<file path="src/rtl/uart_pkg.sv">
`timescale 1ns/1ps
`default_nettype none
// ============================================================================
// Module      : uart_pkg
// Description : Shared types and helpers for the UART transmitter/receiver
//               family: parity modes, transmitter FSM states, frame length.
// Revision    : 1.0 - initial release
// ============================================================================
package uart_pkg;

    // Parity selection, encoded as the PARITY_MODE parameter value
    typedef enum logic [1:0] {
        PAR_NONE = 2'd0,
        PAR_EVEN = 2'd1,
        PAR_ODD  = 2'd2
    } parity_mode_e;

    // Transmitter frame sequencing states
    typedef enum logic [2:0] {
        IDLE   = 3'd0,
        START  = 3'd1,
        DATA   = 3'd2,
        PARITY = 3'd3,
        STOP   = 3'd4
    } tx_state_e;

    // Number of bit periods in one frame: start + data + optional parity + stop
    function automatic int frame_len(input int data_bits,
                                     input int parity_mode,
                                     input int stop_bits);
        return 1 + data_bits + ((parity_mode != 0) ? 1 : 0) + stop_bits;
    endfunction

endpackage
`default_nettype wire

</file>
<file path="src/rtl/uart_sync_fifo.sv">
`timescale 1ns/1ps
`default_nettype none
// ============================================================================
// Module      : uart_sync_fifo
// Description : Single-clock FIFO with a registered head word. The head
//               register always holds the oldest queued word, so a consumer
//               can take dout in the same cycle it asserts pop.
// Revision    : 1.0 - initial release
// ============================================================================
module uart_sync_fifo #(
    parameter int WIDTH = 8,
    parameter int DEPTH = 4
) (
    input  logic                     clk,
    input  logic                     rst,
    input  logic                     push,
    input  logic                     pop,
    input  logic [WIDTH-1:0]         din,
    output logic                     full,
    output logic                     empty,
    output logic [$clog2(DEPTH):0]   count,
    output logic [WIDTH-1:0]         dout
);

    localparam int PTR_W = $clog2(DEPTH);

    logic [WIDTH-1:0] r_mem [DEPTH];
    logic [PTR_W-1:0] r_wr_ptr;
    logic [PTR_W-1:0] r_rd_ptr;
    logic [PTR_W-1:0] w_rd_ptr_nxt;
    logic [PTR_W:0]   r_count;
    logic [WIDTH-1:0] r_dout;
    logic [WIDTH-1:0] w_dout_next;
    logic             w_do_push;
    logic             w_do_pop;

    // A full FIFO refuses pushes even when a pop happens in the same cycle
    assign w_do_push    = push && !full;
    assign w_do_pop     = pop && !empty;
    assign w_rd_ptr_nxt = r_rd_ptr + PTR_W'(1);

    assign full  = (r_count == (PTR_W+1)'(DEPTH));
    assign empty = (r_count == '0);
    assign count = r_count;
    assign dout  = r_dout;

    // Storage array write port; contents need no reset since count gates use
    always_ff @(posedge clk) begin
        if (w_do_push) begin
            r_mem[r_wr_ptr] <= din;
        end
    end

    // Next head word: the following entry after a pop, or the incoming word
    // when it lands in an otherwise empty queue
    always_comb begin
        w_dout_next = r_dout;
        if (w_do_pop) begin
            if (r_count > (PTR_W+1)'(1)) begin
                w_dout_next = r_mem[w_rd_ptr_nxt];
            end else if (w_do_push) begin
                w_dout_next = din;
            end
        end else if (w_do_push && empty) begin
            w_dout_next = din;
        end
    end

    // Pointers, occupancy and head register
    always_ff @(posedge clk) begin
        if (rst) begin
            r_wr_ptr <= '0;
            r_rd_ptr <= '0;
            r_count  <= '0;
            r_dout   <= '0;
        end else begin
            r_dout <= w_dout_next;
            if (w_do_push) begin
                r_wr_ptr <= r_wr_ptr + PTR_W'(1);
            end
            if (w_do_pop) begin
                r_rd_ptr <= w_rd_ptr_nxt;
            end
            case ({w_do_push, w_do_pop})
                2'b10:   r_count <= r_count + (PTR_W+1)'(1);
                2'b01:   r_count <= r_count - (PTR_W+1)'(1);
                default: r_count <= r_count;
            endcase
        end
    end

endmodule
`default_nettype wire

</file>
<file path="src/rtl/uart_tx_param.sv">
`timescale 1ns/1ps
`default_nettype none
// ============================================================================
// Module      : uart_tx_param
// Description : Parametrised UART transmitter with input FIFO. Frames are
//               start, DATA_BITS data (LSB first), optional parity and
//               STOP_BITS stop bits, paced by an external baud tick.
// Revision    : 1.0 - initial release
// ============================================================================
module uart_tx_param
    import uart_pkg::*;
#(
    parameter int DATA_BITS   = 8,
    parameter int PARITY_MODE = 0,
    parameter int STOP_BITS   = 1,
    parameter int FIFO_DEPTH  = 4
) (
    input  logic                          clk,
    input  logic                          rst,
    input  logic                          baud_tick,
    input  logic [DATA_BITS-1:0]          tx_data,
    input  logic                          tx_valid,
    output logic                          tx_ready,
    output logic                          tx_busy,
    output logic                          tx_out,
    output logic [$clog2(FIFO_DEPTH):0]   fifo_count,
    output logic                          frame_done
);

    localparam parity_mode_e PMODE     = parity_mode_e'(PARITY_MODE);
    localparam bit           HAS_PARITY = (PMODE != PAR_NONE);
    localparam int           FRAME_LEN  = frame_len(DATA_BITS, PARITY_MODE, STOP_BITS);
    // Counter only ever spans a sub-field of the frame; sizing by the whole
    // frame keeps it wide enough for every legal configuration
    localparam int           CNT_W      = $clog2(FRAME_LEN);
    localparam logic [CNT_W-1:0] LAST_DATA = CNT_W'(DATA_BITS - 1);
    localparam logic [CNT_W-1:0] LAST_STOP = CNT_W'(STOP_BITS - 1);

    tx_state_e              r_state;
    tx_state_e              w_state_next;
    logic [DATA_BITS-1:0]   r_shift;
    logic [DATA_BITS-1:0]   w_shift_next;
    logic                   r_parity;
    logic                   w_parity_next;
    logic [CNT_W-1:0]       r_cnt;
    logic [CNT_W-1:0]       w_cnt_next;
    logic                   w_pop;
    logic                   w_frame_done;
    logic                   w_line;
    logic                   r_tx_out;
    logic                   r_frame_done;

    logic                   w_fifo_full;
    logic                   w_fifo_empty;
    logic [$clog2(FIFO_DEPTH):0] w_fifo_count;
    logic [DATA_BITS-1:0]   w_fifo_head;
    logic                   w_head_parity;

    uart_sync_fifo #(
        .WIDTH (DATA_BITS),
        .DEPTH (FIFO_DEPTH)
    ) u_fifo (
        .clk   (clk),
        .rst   (rst),
        .push  (tx_valid && tx_ready),
        .pop   (w_pop),
        .din   (tx_data),
        .full  (w_fifo_full),
        .empty (w_fifo_empty),
        .count (w_fifo_count),
        .dout  (w_fifo_head)
    );

    // Parity of the word about to be loaded, latched with it at pop time
    generate
        if (PMODE == PAR_NONE) begin : g_no_parity
            assign w_head_parity = 1'b0;
        end else if (PMODE == PAR_ODD) begin : g_odd_parity
            assign w_head_parity = ~(^w_fifo_head);
        end else begin : g_even_parity
            assign w_head_parity = ^w_fifo_head;
        end
    endgenerate

    // Next-state logic: every transition is gated by the baud tick
    always_comb begin
        w_state_next  = r_state;
        w_shift_next  = r_shift;
        w_parity_next = r_parity;
        w_cnt_next    = r_cnt;
        w_pop         = 1'b0;
        w_frame_done  = 1'b0;
        if (baud_tick) begin
            unique case (r_state)
                IDLE: begin
                    if (!w_fifo_empty) begin
                        w_pop         = 1'b1;
                        w_shift_next  = w_fifo_head;
                        w_parity_next = w_head_parity;
                        w_cnt_next    = '0;
                        w_state_next  = START;
                    end
                end
                START: begin
                    w_cnt_next   = '0;
                    w_state_next = DATA;
                end
                DATA: begin
                    w_shift_next = r_shift >> 1;
                    if (r_cnt == LAST_DATA) begin
                        w_cnt_next = '0;
                        if (HAS_PARITY) begin
                            w_state_next = PARITY;
                        end else begin
                            w_state_next = STOP;
                        end
                    end else begin
                        w_cnt_next = r_cnt + CNT_W'(1);
                    end
                end
                PARITY: begin
                    w_cnt_next   = '0;
                    w_state_next = STOP;
                end
                STOP: begin
                    if (r_cnt == LAST_STOP) begin
                        w_frame_done = 1'b1;
                        w_cnt_next   = '0;
                        // Chain straight into the next start bit when work is queued
                        if (!w_fifo_empty) begin
                            w_pop         = 1'b1;
                            w_shift_next  = w_fifo_head;
                            w_parity_next = w_head_parity;
                            w_state_next  = START;
                        end else begin
                            w_state_next = IDLE;
                        end
                    end else begin
                        w_cnt_next = r_cnt + CNT_W'(1);
                    end
                end
                default: begin
                    w_state_next = IDLE;
                end
            endcase
        end
    end

    // Line level implied by the current state
    always_comb begin
        w_line = 1'b1;
        case (r_state)
            START:   w_line = 1'b0;
            DATA:    w_line = r_shift[0];
            PARITY:  w_line = r_parity;
            default: w_line = 1'b1;
        endcase
    end

    // State, shifter and counter registers
    always_ff @(posedge clk) begin
        if (rst) begin
            r_state  <= IDLE;
            r_shift  <= '0;
            r_parity <= 1'b0;
            r_cnt    <= '0;
        end else begin
            r_state  <= w_state_next;
            r_shift  <= w_shift_next;
            r_parity <= w_parity_next;
            r_cnt    <= w_cnt_next;
        end
    end

    // Registered line and end-of-frame pulse, one clk behind the state
    always_ff @(posedge clk) begin
        if (rst) begin
            r_tx_out     <= 1'b1;
            r_frame_done <= 1'b0;
        end else begin
            r_tx_out     <= w_line;
            r_frame_done <= w_frame_done;
        end
    end

    assign tx_out     = r_tx_out;
    assign frame_done = r_frame_done;
    assign tx_ready   = !w_fifo_full;
    assign fifo_count = w_fifo_count;
    assign tx_busy    = (r_state != IDLE) || (w_fifo_count != '0);

endmodule
`default_nettype wire
</file>
<file path="config.mk">
export PLATFORM = sky130hd
export DESIGN_NAME = uart_tx_param
export DESIGN_NICKNAME = d
export VERILOG_FILES = /design/src/rtl/uart_pkg.sv /design/src/rtl/uart_sync_fifo.sv /design/src/rtl/uart_tx_param.sv
export SDC_FILE = /design/constraint.sdc
export NUM_CORES = 1
export LEC_CHECK = 0
export CAP_MARGIN = 5
export CORE_ASPECT_RATIO = 1.4
export CORE_MARGIN = 5
export CORE_UTILIZATION = 50
export DETAILED_ROUTE_END_ITERATION = 8
export GPL_ROUTABILITY_DRIVEN = 0
export PLACE_DENSITY_LB_ADDON = 0.05
export SYNTH_ARGS = -nofsm -noshare
export SYNTH_HDL_FRONTEND = slang
export SYNTH_HIERARCHICAL = 1
export SYNTH_SLANG_ARGS = --single-unit
</file>
<file path="constraint.sdc">
create_clock -name clk -period 6.35 [get_ports clk]
set_input_delay 1.27 -clock clk [delete_from_list [all_inputs] [get_ports clk]]
set_output_delay 1.27 -clock clk [all_outputs]
set_load 0.02 [all_outputs]
</file>
== Yosys cells after proc, flatten, opt, wreduce, memory -nomap -nowiden ==
Memory sizes are Yosys's and may differ from the RTL's.
Cells that the tools add are included.

* $add $sub $neg: 5
* Muxes and demuxes: 28
* Equality and inequality tests: 12
* Magnitude comparators: 1
* Reduce and logical (&&, ||, !) cells: 24
* Bitwise gates (word level): 2

{| class="wikitable"
|+ Operators with widths
! operator !! count
|-
| 8-bit 2-to-1 mux || 6
|-
| 8-bit one-hot mux with 3 select lines || 1
|-
| 4-bit one-hot mux with 4 select lines || 1
|-
| 3-bit one-hot mux with 5 select lines || 1
|-
| 4-bit 2-to-1 mux || 3
|-
| 1-bit 2-to-1 mux || 9
|-
| 3-bit 2-to-1 mux || 3
|-
| 3-bit AND reduction || 3
|-
| 3-bit nonzero test || 3
|-
| 3-bit by 2-bit equality test with 1-bit output (second input constant) || 2
|-
| 3-bit equality test (second input constant) || 2
|-
| 3-bit logical NOT || 2
|-
| 2-bit != test (second input constant) || 3
|-
| 3-bit one-hot mux with 2 select lines || 1
|-
| 2-bit nonzero test || 3
|-
| 2-bit by 1-bit adder with 2-bit output (second input constant) || 2
|-
| 4-bit by 1-bit adder with 4-bit output (second input constant) || 1
|-
| 4-bit by 3-bit equality test with 1-bit output (second input constant) || 1
|-
| 1-bit logical AND || 4
|-
| 4-bit logical NOT || 1
|-
| 1-bit one-hot mux with 2 select lines || 2
|-
| 4-bit AND reduction || 1
|-
| 4-bit nonzero test || 1
|-
| 3-bit by 1-bit adder with 3-bit output (second input constant) || 1
|-
| other kinds (13) || 15
|}

* Register bits: 33
* Bits in writable memories: 32
* Memories: 1
* Output and inout port bits: 7

{| class="wikitable"
|+ Memory list
! memory !! depth !! bits a word !! read ports !! clocked after Yosys merged registers in !! wr ports !! RTL line !! text
|-
| u_fifo.r_mem || 4 || 8 || 1 || 0 || 1 || uart_sync_fifo.sv:27 || <nowiki>logic [WIDTH-1:0] r_mem [DEPTH];</nowiki>
|}

== Logic depth before layout (Yosys ltp) ==
* Depth after elaboration: 8
* Mapped depth: 13
* Depth with buffers taken out: 12

== Cells and area by module ==
Netlist, hierarchy kept.

{| class="wikitable"
|+ Modules (own cells, without submodules)
! module !! cells an instance !! area each (sq um) !! instances
|-
| uart_sync_fifo || 136 || 2,054.5 || 1
|-
| uart_tx_param || 114 || 973.4 || 1
|}

== Worst setup path after synthesis ==
No wires, ideal clock.

* Kind: input to register
* Start: input baud_tick
* End: register u_fifo.r_dout[3] (netlist: u_fifo/dout[3])
* Required time: 6.234 ns
* Data arrival time: 2.950 ns
* Stages: 10
* Path buffers: 2
* Path slack: 3.284 ns
* Cells stage by stage: nand2_1 a211o_1 inv_1 and2_1 ha_1 or3b_1 buf_6 and2_4 buf_6 o211a_1

* Cells in the longest elaborated chain, start to end: 4

{| class="wikitable"
|+ RTL lines
! what !! RTL line !! text
|-
| start: declaration || uart_tx_param.sv:20 || <nowiki>input logic baud_tick,</nowiki>
|-
| 1-bit 2-to-1 mux * || uart_tx_param.sv:93 || <nowiki>if (baud_tick) begin</nowiki>
|-
| net w_pop || uart_tx_param.sv:47 || <nowiki>logic w_pop;</nowiki>
|-
| 1-bit logical AND * || uart_sync_fifo.sv:39 || <nowiki>assign w_do_pop = pop && !empty;</nowiki>
|-
| 3-bit by 2-bit != test with 1-bit output (no line) / 2-bit nonzero test (equally long branches) || n/a ||
|-
| 2-bit AND reduction (no line) || n/a ||
|-
| end signal: assignment || uart_sync_fifo.sv:77 || <nowiki>r_dout <= w_dout_next;</nowiki>
|-
| end: declaration || uart_sync_fifo.sv:32 || <nowiki>logic [WIDTH-1:0] r_dout;</nowiki>
|}

The timed path passes the listed nets; every way through them passes the cells marked *.
A chain may end at the register's enable or synchronous reset.

== Final worst setup path ==
Same ends and word-level chain as after synthesis.

==> flow_summary.toml <==
[run_status]
outcome = "finished, final reports clean"

[clocking]
postCtsHoldBufs = 0
cts_resized = 0
root_buffer = "clkbuf_8"
cts.htree.levels = 3
post-cts-setup-buffer-count = 0
numCtsBuffers = 9
clock-sinks = 65
cts_max_path_buffers = 2
clk_latency_ns = 0.33
clk_pin_slew_ns = 0.07
cts_tree = "done"

[timing]
rsz0062_at_grt = "no"
tightest_slew_ns = 0.6760
fin_skew_ns = 0.006591
hold_violations = 0
fin_tns_setup_ns = 0
timing.final.crit_share = 0.5435
setup_viol = 0
maxSlewHeadroom = 0.5422
timing.fmax_mhz = 289.8
maxSlewViolCount = 0
period_needed_ns = 3.451

[power]
ir_drop_mv = 0.3139
pwr_density_cell_nw_per_um2 = 361.0
leakage_nw = 1.257

[run]
max_cap_viol_count = 0

[critical_path]
critPathRequiredTime_ns = 6.58
critPathSlowestCell = "clkdlybuf4s50_1"
path_buf_inv = 2
critPathLaunchType = "primary input"
reg2reg_depth = 10
cp.arrival_ns = 3.68
crit_type = "in -> reg"
reg2reg_setup_slack_ns = 3.48
reg2reg_to = "u_fifo/dout[3]"
r2r_start = "r_cnt[0]"
path_cells = "clkdlybuf4s50_1 > nand2_1 > a211o_1 > inv_1 > and2_1 > ha_1 > or3b_1 > and2_4 > o211a_1"
cp_top_family = "simple AND/OR/NAND/NOR gates"
crit_fanout = 9
cp-end-kind = "flip-flop"
cp_slowest_stage_delay_ns = 0.58

[global_route]
grt_pass1_vias = 1932
grt_pass1_wl_mm = 9.225
grt_start_max_net_pins = 33
antenna_found_initial = 0
grtUsageTotal = 0.1606
overflow = 0

[logic_synthesis]
avgSynthCellArea_sq_um = 12.11
yosysWarningCount = 6
ys_top_cells_by_area = "edfxtp_1 32%, dfxtp_1 22%, mux4_2 6.0%"
synth_edf_count = 32
synthArstFlopShare = 0
synthFlopType = "dfxtp_1"
yosys.area.top_type = "edfxtp_1"
syn_area_sq_um = 3028
synth_top_area_share = 0.3174
ys_seq_area_frac = 0.5355
synth-seq-cells = 65
synth_cell_type_count = 50
synth_nets = 274
synthCells = 250

[hold_path]
holdPathEnd = "r_shift[7]"
whs_path_depth = 2
min_from = "u_fifo/dout[7]"
min-delay-path-class = "reg -> reg"

[detailed_routing]
drt_first_pass_iters = 4
met2_length_mm = 2.727
drt-met1-wl_mm = 2.408
vias_per_cell = 5.700
wl_met3_um = 130
wire_per_inst_um = 15.94
routed_wl_mm = 5.420
vias = 1938
route.detailed.drc = 0
ant_nets = 0
dr.max_layer_used = "met4"
drtIter0Drc = 94

[floorplanning]
rows = 33
coreArea_sq_um = 5863
ios = 19
start_util = 0.5164
die_h_um = 102.1
dieArea_sq_um = 7734
die_w_um = 75.77

[layout]
num_antenna_cells = 0
synthToLayoutAreaGrowth_pct = 13.51
register_area_sq_um = 1622
fin_nets = 289
fillCellCount = 512
post-route-util = 0.5862
multi_input_area_sq_um = 1262
drive_above_1_share = 0.1185

[placed_design]
io_buffers = 18
hpwl_mm = 3.753
[logic make-up after synthesis]
group	Yosys count	share of synthesized area
flops	65	0.5355
compound gates	60	0.1364
simple gates	53	0.1025
buf+inv	31	0.04751
mux	24	0.1140
fa+ha+maj	12	0.04959
xor+xnor	5	0.01447
[cells in the final DEF (no fill, tap or decap), types with 2 or more instances in the layout]
master and count:
nor2b_1 2, edfxtp_1 32, or3b_1 4, mux2i_1 15, a31oi_1 3, nor3_1 4
o211a_1 2, nand2_1 8, ha_1 12, xnor2_1 2, xor2_1 3, nand4_1 3
clkdlybuf4s50_1 18, nand3_1 4, a311oi_1 7, dfxtp_1 33, clkinvlp_4 2, clkbuf_8 9
inv_1 15, clkinv_2 2, a211oi_2 2, a211oi_1 6, a211o_1 2, bufinv_16 2
a21oi_1 24, mux4_2 8, nand4b_1 2, o21ai_0 5, and2_1 6, nor2_1 10
[cells in the mapped netlist (4+ instances only)]
| cell | count |
|---|---|
| mux2i_1 | 15 |
| and2_1 | 6 |
| inv_1 | 15 |
| edfxtp_1 | 32 |
| nand2_1 | 8 |
| a311oi_1 | 7 |
| or3b_1 | 4 |
| a21oi_1 | 24 |
| dfxtp_1 | 33 |
| nor2_1 | 10 |
| nand3_1 | 4 |
| clkbuf_1 | 8 |
| ha_1 | 12 |
| a211oi_1 | 6 |
| o21ai_0 | 5 |
| nor3_1 | 4 |
| mux4_2 | 8 |
[cell type report]
| class | count | share of cell area |
|---|---|---|
| tap | 70 | 0.02548 |
| clock buffer | 9 | 0.03604 |
| multi-input combinational | 154 | 0.3673 |
| sequential | 65 | 0.4718 |
| timing repair buffer | 19 | 0.05460 |
| clock inverter | 7 | 0.02730 |
| inverter | 16 | 0.01747 |
[where the power goes]
| group | leakage (nW) | total (mW) | internal (mW) | switching (mW) |
|---|---|---|---|---|
| combinational | 0.588 | 0.309 | 0.144 | 0.165 |
| sequential | 0.564 | 0.554 | 0.505 | 0.0484 |
| clock | 0.106 | 0.378 | 0.221 | 0.157 |
| total | 1.26 | 1.24 | 0.870 | 0.371 |
[through the flow]
step	worst slack [ns]	hold WS [ns]	std cells	cell area (sq um)	total power [mW]
2_1_floorplan	3.284	0.4368	250	3028	0.7958
3_3_place_gp	2.619	0.4670	324	3219	0.8696
3_5_place_dp	2.562	0.4706	324	3219	0.8750
4_1_cts	2.916	0.4895	340	3437	1.257
5_1_grt	2.703	0.4987	340	3437	1.318
6_report	2.899	0.4886	340	3437	1.241
[state kept, by name, indices dropped and copies added (netlist names)]
register	count
tx_out	1
u_fifo/dout	8
r_state	3
r_parity	1
frame_done	1
u_fifo/r_wr_ptr	2
r_shift	8
u_fifo/r_rd_ptr	2
u_fifo/count	3
u_fifo/r_mem	32
r_cnt	4
[worst max-delay path by stage]
| stage | start | end | slack [ns] | cells past startpoint |
|---|---|---|---|---|
| floorplan | baud_tick | u_fifo/dout[3] | 3.28 | 10 |
| global placement | baud_tick | u_fifo/dout[3] | 2.62 | 9 |
| detailed placement | baud_tick | u_fifo/dout[3] | 2.56 | 9 |
| CTS | baud_tick | u_fifo/dout[3] | 2.92 | 9 |
| global route | baud_tick | u_fifo/dout[5] | 2.70 | 9 |
| finish | baud_tick | u_fifo/dout[3] | 2.90 | 9 |
[metal layers]
metal / vias up / global-route usage
met5: - / 0
met3: 15 / 0.02953
met4: 0 / 0.09017
met2: 26 / 0.2546
li1: 974 / -
met1: 923 / 0.2027
[worst min-delay path, delay by kind of cell (launching register included)]
family          cells  cell delay, ns
flops               1            0.32
simple gates        1            0.07
compound gates      1            0.06
Power figures use the tool's default switching activity.
